<file path="config.mk">
export PLATFORM = sky130hd
export DESIGN_NAME = rom_burst_arbiter
export DESIGN_NICKNAME = d
export VERILOG_FILES = /design/src/rtl/rom_burst_arbiter.sv
export SDC_FILE = /design/constraint.sdc
export NUM_CORES = 1
export LEC_CHECK = 0
export ABC_AREA = 1
export ABC_CLOCK_PERIOD_IN_PS = 5100
export BUFFER_PORTS_ARGS = -buffer_cell sky130_fd_sc_hd__buf_2
export CAP_MARGIN = 40
export CELL_PAD_IN_SITES_DETAIL_PLACEMENT = 1
export CELL_PAD_IN_SITES_GLOBAL_PLACEMENT = 1
export CORE_ASPECT_RATIO = 1.75
export CORE_MARGIN = 2
export CORE_UTILIZATION = 35
export DETAILED_ROUTE_END_ITERATION = 10
export PLACE_DENSITY = 0.87
export SLEW_MARGIN = 10
export SYNTH_ARGS = -nofsm -noshare
export SYNTH_HDL_FRONTEND = slang
export SYNTH_SLANG_ARGS = --single-unit
</file>
<file path="constraint.sdc">
create_clock -name clk -period 5.1 [get_ports clk]
set_input_delay 0.255 -clock clk [delete_from_list [all_inputs] [get_ports clk]]
set_output_delay 0.255 -clock clk [all_outputs]
set_load 0.03 [all_outputs]
</file>
<file path="src/rtl/rom_burst_arbiter.sv">
// rom_burst_arbiter
//   Shares one synchronous-read block ROM (1-cycle latency, registered output)
//   between N_REQ requesters. A requester presents a burst (base, len). The
//   block grants round-robin, walks the ROM address for the granted burst and
//   returns the beats tagged with the owner id and a last-beat flag.
//
// Ports
//   clk        clock, all state on posedge
//   rst_n      asynchronous reset, active low
//   req_valid  per-requester request pending
//   req_base   per-requester start address, requester i at [i*AW +: AW]
//   req_len    per-requester beat count 0..L, requester i at [i*(AW+1) +: AW+1]
//   req_ready  one-hot grant (only while idle); accept = req_valid & req_ready
//   rom_addr   address to the ROM
//   rom_data   ROM registered read data
//   rsp_valid  beat valid (no backpressure)
//   rsp_data   beat data, taken straight from rom_data
//   rsp_id     requester owning the beat
//   rsp_last   final beat of the burst
//   busy       burst in progress
module rom_burst_arbiter #(
   parameter int N_REQ = 2,
   parameter int W     = 8,
   parameter int L     = 32,
   localparam int IW   = $clog2(N_REQ),
   localparam int AW   = $clog2(L),
   localparam int IDW  = (IW > 1) ? IW : 1
) (
   input  logic                    clk,
   input  logic                    rst_n,
   input  logic [N_REQ-1:0]        req_valid,
   input  logic [N_REQ*AW-1:0]     req_base,
   input  logic [N_REQ*(AW+1)-1:0] req_len,
   output logic [N_REQ-1:0]        req_ready,
   output logic [AW-1:0]           rom_addr,
   input  logic [W-1:0]            rom_data,
   output logic                    rsp_valid,
   output logic [W-1:0]            rsp_data,
   output logic [IDW-1:0]          rsp_id,
   output logic                    rsp_last,
   output logic                    busy
);

   typedef enum logic [0:0] {S_IDLE, S_BURST} state_t;

   localparam logic [AW-1:0] ADDR_MAX = AW'(L - 1);
   localparam logic [IW-1:0] PTR_MAX  = IW'(N_REQ - 1);
   localparam logic [AW:0]   CNT_ONE  = (AW + 1)'(1);
   localparam logic [AW:0]   CNT_ZERO = '0;

   state_t          state_q;
   state_t          state_d;
   logic [IW-1:0]   rr_ptr;
   logic [IW-1:0]   id_q;
   logic [AW:0]     cnt;
   logic [AW-1:0]   cur_addr;

   logic            grant_found;
   logic [IW-1:0]   grant_idx;
   logic [IW-1:0]   cand;
   logic            accept;
   logic [AW-1:0]   sel_base;
   logic [AW:0]     sel_len;

   // Circular index rr_ptr + off folded back into 0..N_REQ-1.
   function automatic logic [IW-1:0] wrap_idx(input int base, input int off);
      int s;
      s = base + off;
      if (s >= N_REQ) s = s - N_REQ;
      return IW'(s);
   endfunction

   // First pending requester at or after rr_ptr, searching circularly.
   always_comb begin
      grant_found = 1'b0;
      grant_idx   = '0;
      cand        = '0;
      for (int k = 0; k < N_REQ; k++) begin
         cand = wrap_idx(int'(rr_ptr), k);
         if (!grant_found && req_valid[cand]) begin
            grant_found = 1'b1;
            grant_idx   = cand;
         end
      end
   end

   assign sel_base = req_base[grant_idx*AW +: AW];
   assign sel_len  = req_len[grant_idx*(AW+1) +: AW+1];

   always_comb begin
      state_d   = state_q;
      req_ready = '0;
      accept    = 1'b0;
      case (state_q)
         S_IDLE: begin
            if (grant_found) begin
               req_ready[grant_idx] = 1'b1;
               accept               = 1'b1;
               // A zero-length request is consumed without leaving IDLE.
               if (sel_len != CNT_ZERO) state_d = S_BURST;
            end
         end
         S_BURST: begin
            if (cnt == CNT_ONE) state_d = S_IDLE;
         end
         default: state_d = S_IDLE;
      endcase
   end

   always_ff @(posedge clk or negedge rst_n) begin
      if (!rst_n) begin
         state_q   <= S_IDLE;
         rr_ptr    <= '0;
         id_q      <= '0;
         cnt       <= '0;
         cur_addr  <= '0;
         rsp_valid <= 1'b0;
         rsp_last  <= 1'b0;
         rsp_id    <= '0;
      end else begin
         state_q <= state_d;
         if (accept) begin
            rr_ptr <= (grant_idx == PTR_MAX) ? '0 : grant_idx + 1'b1;
            id_q   <= grant_idx;
            if (sel_len != CNT_ZERO) begin
               cur_addr <= sel_base;
               cnt      <= sel_len;
            end
         end
         // Every BURST edge issues one address; the ROM registers the data on
         // that same edge, so the registered valid lines up with rom_data.
         if (state_q == S_BURST) begin
            cur_addr  <= (cur_addr == ADDR_MAX) ? '0 : cur_addr + 1'b1;
            cnt       <= cnt - CNT_ONE;
            rsp_valid <= 1'b1;
            rsp_id    <= IDW'(id_q);
            rsp_last  <= (cnt == CNT_ONE);
         end else begin
            rsp_valid <= 1'b0;
            rsp_last  <= 1'b0;
         end
      end
   end

   assign rom_addr = cur_addr;
   assign rsp_data = rom_data;
   assign busy     = (state_q == S_BURST);

endmodule

</file>
==> results.py, run 1 <==
metrics = {
    "flow_run": {
        "max-cap-violations": 0,
    },
    "power_and_ir_drop": {
        "ir_drop_mv": 0.0741,
        "p_per_area_nw_per_um2": 186,
        "p_leak_nw": 0.790,
    },
    "sta": {
        "fin_crit_sh": 0.357,
        "rsz0062_at_grt": "false",
        "tightest_slew_ps": 446,
        "hold_violations": 0,
        "setup_viol": 0,
        "relSlewSlack": 0.702,
        "max_freq_ghz": 0.550,
        "fin_skew_ps": 4.36,
        "drv_slew": 0,
        "min_period_ps": 1820,
        "setup_tns_ps": 0,
    },
    "final_layout": {
        "area_growth_pct": 13.6,
        "ff_latch_area_sq_um": 425,
        "multi_input_area_sq_um": 679,
        "layout-drive-gt1-share": 0.230,
        "nets": 252,
        "finalNonFillerCells": 259,
        "antenna_cells": 0,
        "fill_cells": 489,
    },
    "logic_synthesis": {
        "synth-seq-area-share": 0.330,
        "synth_edf_count": 0,
        "ys_ff_latch": 17,
        "yosys-top-cells-area": "dfrtp_1, nand2_1, nand3_1",
        "synth_top_area_share": 0.330,
        "synth_common_cells": "nand2_1, nand3_1, dfrtp_1, inv_1, nor2_1",
        "synth_async_sr_flop_share": 1.00,
        "yosys.area.top_type": "dfrtp_1",
        "ys.flop_type": "dfrtp_1",
        "synthCells": 187,
        "synth_cell_type_count": 23,
        "synth_most_common_cell": "nand2_1",
        "syn-cell-area_sq_um": 1290,
        "avgSynthCellArea_sq_um": 6.90,
        "syn_nets": 225,
        "ys_warn_count": 0,
    },
    "setup_path": {
        "cp_data_arrival_time_ps": 2000,
        "crit_family": "flip-flops",
        "path_cells": "inv_2 -> or2_2 -> a21oi_1 -> o21ai_0 -> o21ai_0 -> nand3_1 -> nand2_1",
        "crit_top_cell": "o21ai_0",
        "slowest_delay_ps": 590,
        "crit_fanout": 28,
        "start_kind": "flip-flop",
        "crit_type": "reg -> reg",
        "slowest_stage": "dfrtp_1",
        "cp.required_ps": 5280,
        "path_buf_inv": 1,
        "endpoint_kind": "flip-flop",
    },
    "cts": {
        "htreeDepth": 1,
        "clockRootBuffer": "clkbuf_8",
        "insertion_delay_ps": 240,
        "postCtsSetupRepairBufs": 0,
        "path_clk_slew_ps": 60,
        "cts-resized-gates": 0,
        "cts.path.max_buffers": 2,
        "cts_sinks": 17,
        "cts_buffers": 3,
        "cts_tree": "yes",
    },
    "route": {
        "dr.first_iter.drc_count": 11,
        "wl_um": 3020,
        "vias": 1257,
        "drt_pre_antenna_iters": 4,
        "drcViolationCount": 0,
        "ant_nets": 0,
        "avgViaCountPerCell": 4.85,
        "wire_per_inst_um": 11.7,
    },
    "global_routing": {
        "grt_max_degree": 29,
        "grt_antenna_before_repair": 0,
        "grt_pass1_wl_um": 5540,
        "grt_pass1_vias": 1251,
        "grt_use_total": 0.166,
        "grt-ovfl-total": 0,
    },
    "placed_design": {
        "dp.cells": 254,
        "gp_congestion": 0.868,
        "dp_hpwl_um": 2490,
        "portBuffers": 36,
    },
    "floorplan": {
        "die_x_um": 49.9,
        "num_rows": 29,
        "die_area_sq_um": 4210,
        "io-pin-count": 53,
        "chipHeight_um": 84.3,
        "core_area_sq_um": 3590,
        "start_util": 0.359,
    },
    "status": {
        "status": "finished, final reports clean",
    },
    "hold_path": {
        "hold_path.class": "in -> reg",
    },
}
## worst reg2reg max path, delay by kind of cell (launching register included)
| kind | cells | cell delay (ps) |
|---|---|---|
| buffers and inverters | 1 | 300 |
| AOI/OAI and AO/OA | 3 | 270 |
| and+or+nand+nor | 3 | 600 |
| DFF | 1 | 590 |
## cell usage in the layout (no fill, tap or decap), drive strengths merged
| cell | instances |
|---|---|
| xnor2 | 2 |
| dfrtp | 17 |
| inv | 18 |
| clkbuf | 4 |
| nand2 | 53 |
| o21ai | 14 |
| a21oi | 4 |
| or2 | 1 |
| ha | 4 |
| nand3b | 4 |
| dlygate4sd3 | 1 |
| a31oi | 1 |
| xor2 | 1 |
| nand3 | 31 |
| buf | 36 |
| nor3 | 1 |
| o22ai | 3 |
| nor2 | 18 |
## metal layers
layer / wire (um) / track usage / part of all wire / up-vias
met4: 36 / 0.0556 / 0.012 / 0
met5: 0 / 0 / 0 / -
met3: 103 / 0.0125 / 0.034 / 2
li1: - / - / - / 648
met1: 1160 / 0.189 / 0.38 / 579
met2: 1730 / 0.314 / 0.57 / 28
## report_power, final
part	switching (W)	leakage (nW)	internal (W)
combinational	0.0000251	0.566	0.0000155
sequential	0.000000613	0.201	0.000136
clock	0.0000401	0.0228	0.0000552
## final timing paths
| path | start | to | slack [ps] | depth (start not counted) |
|---|---|---|---|---|
| worst min-delay path | req_base[9] | rom_addr[4] | 410 | 5 |
| min in group asynchronous | rst_n | cnt[4] | 460 | 2 |
| worst max register to register | busy | rom_addr[2] | 3280 | 7 |
| worst min register to register | rsp_id | rsp_id | 470 | 2 |
| worst max-delay path | busy | rom_addr[2] | 3280 | 7 |
| max in group asynchronous | rst_n | rom_addr[4] | 4380 | 2 |
## registers in the layout, summed over array words and instances, names as in the netlist
register and flops:
rsp_id 1, rr_ptr 1, rom_addr 5, busy 1
cnt 6, rsp_valid 1, rsp_last 1, id_q 1
## repair_timing
item,4_1_cts,5_1_grt
setup endpoints to repair,0,0
hold endpoints to repair,17,0
hold buffers,1,0
## logic make-up after synthesis
family          count (synthesis)  synth area share
compound gates                 22            0.0892
xor+xnor                        3            0.0204
fa+ha+maj                       4            0.0388
buf+inv                        33             0.144
flops                          17             0.330
simple gates                  108             0.378
## per-stage QoR
| step | power [W] | util | setup slack [ps] | hold slack (ps) | instance area [sq um] |
|---|---|---|---|---|---|
| 5_1_grt | 0.000290 | 0.408 | 3070 | 459 | 1470 |
| 3_3_place_gp | 0.000180 | 0.393 | 3270 | 193 | 1410 |
| 2_1_floorplan | 0.000177 | - | 3290 | -40.6 | 1290 |
| 6_report | 0.000273 | 0.408 | 3280 | 412 | 1470 |
| 3_5_place_dp | 0.000180 | 0.393 | 3280 | 194 | 1410 |
| 4_1_cts | 0.000277 | 0.408 | 3270 | 405 | 1470 |
## area by class of cell
cell class	count	share of cell area
multi-input cells	137	0.464
flip-flops and latches	17	0.290
repair buffers	37	0.130
inverters	18	0.0461
well taps	46	0.0393
clock buffers	4	0.0307
Power figures use the tool's default switching activity.
==> run 2, diff against run 1 <==
- ABC_CLOCK_PERIOD_IN_PS: 5100 -> 1700
- CORE_UTILIZATION: 35 -> 32
- PLACE_DENSITY: 0.87 -> 0.81
- clock period: 5.1 -> 1.7 ns (I/O delays scaled with it)
==> run 2 against run 1 <==
Compared with the run above: worst hold slack worse by 240 ps; clock skew about the same; global-route usage up 0.60 points; core utilization up 0.41 points; maximum frequency up 15%; sequential share of layout area down 2.2 points; combinational power rose to 3.5 times the previous value; cell area up 8.7%; wire length up 20%; setup slack worse by 3200 ps; die area up 8.8%; critical endpoint is now cnt[0]; largest cell class unchanged; highest routed layer unchanged.
==> results.py, run 2 (synthesized netlist as in run 1, its figures left out) <==
metrics = {
    "cts": {
        "path_clk_slew_ps": 70,
        "insertion_delay_ps": 250,
        "cts_tree": "yes",
        "clockRootBuffer": "clkbuf_8",
        "cts_sinks": 17,
        "cts_buffers": 3,
        "htreeDepth": 1,
        "cts.path.max_buffers": 2,
    },
    "setup_path": {
        "path_buf_inv": 2,
        "r2r-start": "rr_ptr",
        "crit_family": "simple AND/OR/NAND/NOR gates",
        "cp_data_arrival_time_ps": 1780,
        "start_kind": "flip-flop",
        "cp.required_ps": 1890,
        "crit_fanout": 10,
        "path_cells": "inv_1 -> nand2_2 -> buf_4 -> nand3_1 -> nand2_1 -> nor2_4 -> nand3_2 -> nand2_2 -> nand3_1 -> nand2_1",
        "rr_worst_depth": 10,
        "slowest_stage": "dfrtp_1",
        "reg2reg_to": "cnt[0]",
        "endpoint_kind": "flip-flop",
        "crit_type": "reg -> reg",
        "worst-path-stages": 10,
        "r2r_slack_ps": 120,
        "slowest_delay_ps": 370,
    },
    "final_layout": {
        "mostFrequentLayoutCells": "nand2_1, buf_2, nand3_1",
        "antenna_cells": 0,
        "final_common_cell": "nand2_1",
        "largest_reg_flops": 6,
        "top_register": "cnt",
        "utilization": 0.412,
        "nets": 262,
        "layout-drive-gt1-share": 0.291,
        "finalInstanceArea_sq_um": 1590,
        "fill_cells": 528,
        "area_growth_pct": 23.5,
    },
    "sta": {
        "rsz0062_at_grt": "true",
        "min_period_ps": 1580,
        "setup_viol": 0,
        "relSlewSlack": 0.730,
        "hold_violations": 0,
        "whs_ps": 170,
        "fin_crit_sh": 0.932,
        "drv_slew": 0,
        "max_freq_ghz": 0.631,
        "fin_skew_ps": 4.66,
        "tightest_slew_ps": 406,
    },
    "route": {
        "dr.first_iter.drc_count": 17,
        "wl_um": 3640,
        "drt_pre_antenna_iters": 4,
        "ant_nets": 0,
        "vias": 1357,
        "avgViaCountPerCell": 5.01,
        "drcViolationCount": 0,
        "wire_per_inst_um": 13.4,
    },
    "hold_path": {
        "min_to": "rsp_data[4]",
        "hold_path_depth": 0,
        "hold_path.class": "in -> out",
        "min_from": "rom_data[4]",
    },
    "power_and_ir_drop": {
        "power_w": 0.000862,
        "p_leak_nw": 0.838,
        "p_per_area_nw_per_um2": 541,
        "ir_drop_mv": 0.293,
    },
    "placed_design": {
        "portBuffers": 36,
        "placed_area_sq_um": 1500,
        "gp_congestion": 0.729,
        "dp_hpwl_um": 2830,
    },
    "status": {
        "status": "finished, final reports clean",
    },
    "global_routing": {
        "grt_pass1_vias": 1353,
        "grt_antenna_before_repair": 0,
        "grt-ovfl-total": 0,
        "grt_max_degree": 18,
        "grt_use_total": 0.172,
        "grt_pass1_wl_um": 6060,
    },
    "floorplan": {
        "io-pin-count": 53,
        "start_util": 0.334,
        "num_rows": 30,
        "die_x_um": 52.0,
        "die_area_sq_um": 4580,
        "core_area_sq_um": 3870,
        "chipHeight_um": 88.0,
    },
    "flow_run": {
        "max-cap-violations": 0,
    },
}
==> run 2: changes by cell type in the layout (fill, tap and decap cells not counted), moves of 2 or more <==
cell / delta
o21ai_1: +2
nand2_4: +2
ha_1: -2
o21ai_0: -2
dfrtp_2: +2
dfrtp_1: -2
buf_4: +9
==> run 2: worst max path at each step <==
stage / startpoint / to / slack [ps]
6_report: rr_ptr / cnt[0] / 120
2_1_floorplan: rom_addr[0] / rom_addr[2] / 2
5_1_grt: rr_ptr / rom_addr[4] / -20
3_3_place_gp: rom_addr[1] / rom_addr[2] / 60
3_5_place_dp: rom_addr[1] / rom_addr[2] / -30
4_1_cts: rom_addr[1] / rom_addr[2] / 20
==> run 2: power breakdown <==
part           switching [W]  total (W)  internal (W)
registers         0.00000188   0.000411      0.000409
logic              0.0000881   0.000143     0.0000554
clock network       0.000142   0.000308      0.000166
total               0.000232   0.000862      0.000630
==> run 2: final cells by class <==
| class | count | area (sq um) | area share |
|---|---|---|---|
| Clock buffer | 4 | 45.0 | 0.0283 |
| Multi-Input combinational cell | 138 | 734 | 0.461 |
| Inverter | 18 | 67.6 | 0.0424 |
| Tap cell | 48 | 60.1 | 0.0377 |
| Timing Repair Buffer | 46 | 258 | 0.162 |
| Sequential cell | 17 | 428 | 0.269 |
==> run 2: worst reg2reg max path, delay by kind of cell (launching register included) <==
family	cells	cell delay, ps
flops	1	370
buf+inv	2	250
simple gates	8	900
==> run 2: per-stage QoR <==
step / setup WS [ps] / TNS [ps] / std cells
3_3_place_gp: 55.4 / 0 / 265
2_1_floorplan: 1.52 / 0 / 187
4_1_cts: 24.8 / 0 / 270
3_5_place_dp: -25.1 / -25.1 / 265
6_report: 116 / 0 / 271
5_1_grt: -16.4 / -80.4 / 271
==> run 2: metal layers <==
metal  track usage  wire length (um)
met1         0.194              1420
met2         0.322              2030
met3        0.0119               109
met4        0.0670                74
met5             0                 0
==> run 2: repair_timing <==
| item | CTS | global route |
|---|---|---|
| buffers inserted | 0 | 0 |
| endpoints found under the setup margin | 1 | 12 |
| resized for setup | 1 | 9 |
| hold buffers | 1 | 0 |
| pin swaps | 0 | 6 |
| cloned | 0 | 1 |
| endpoints found under the hold margin | 17 | 0 |
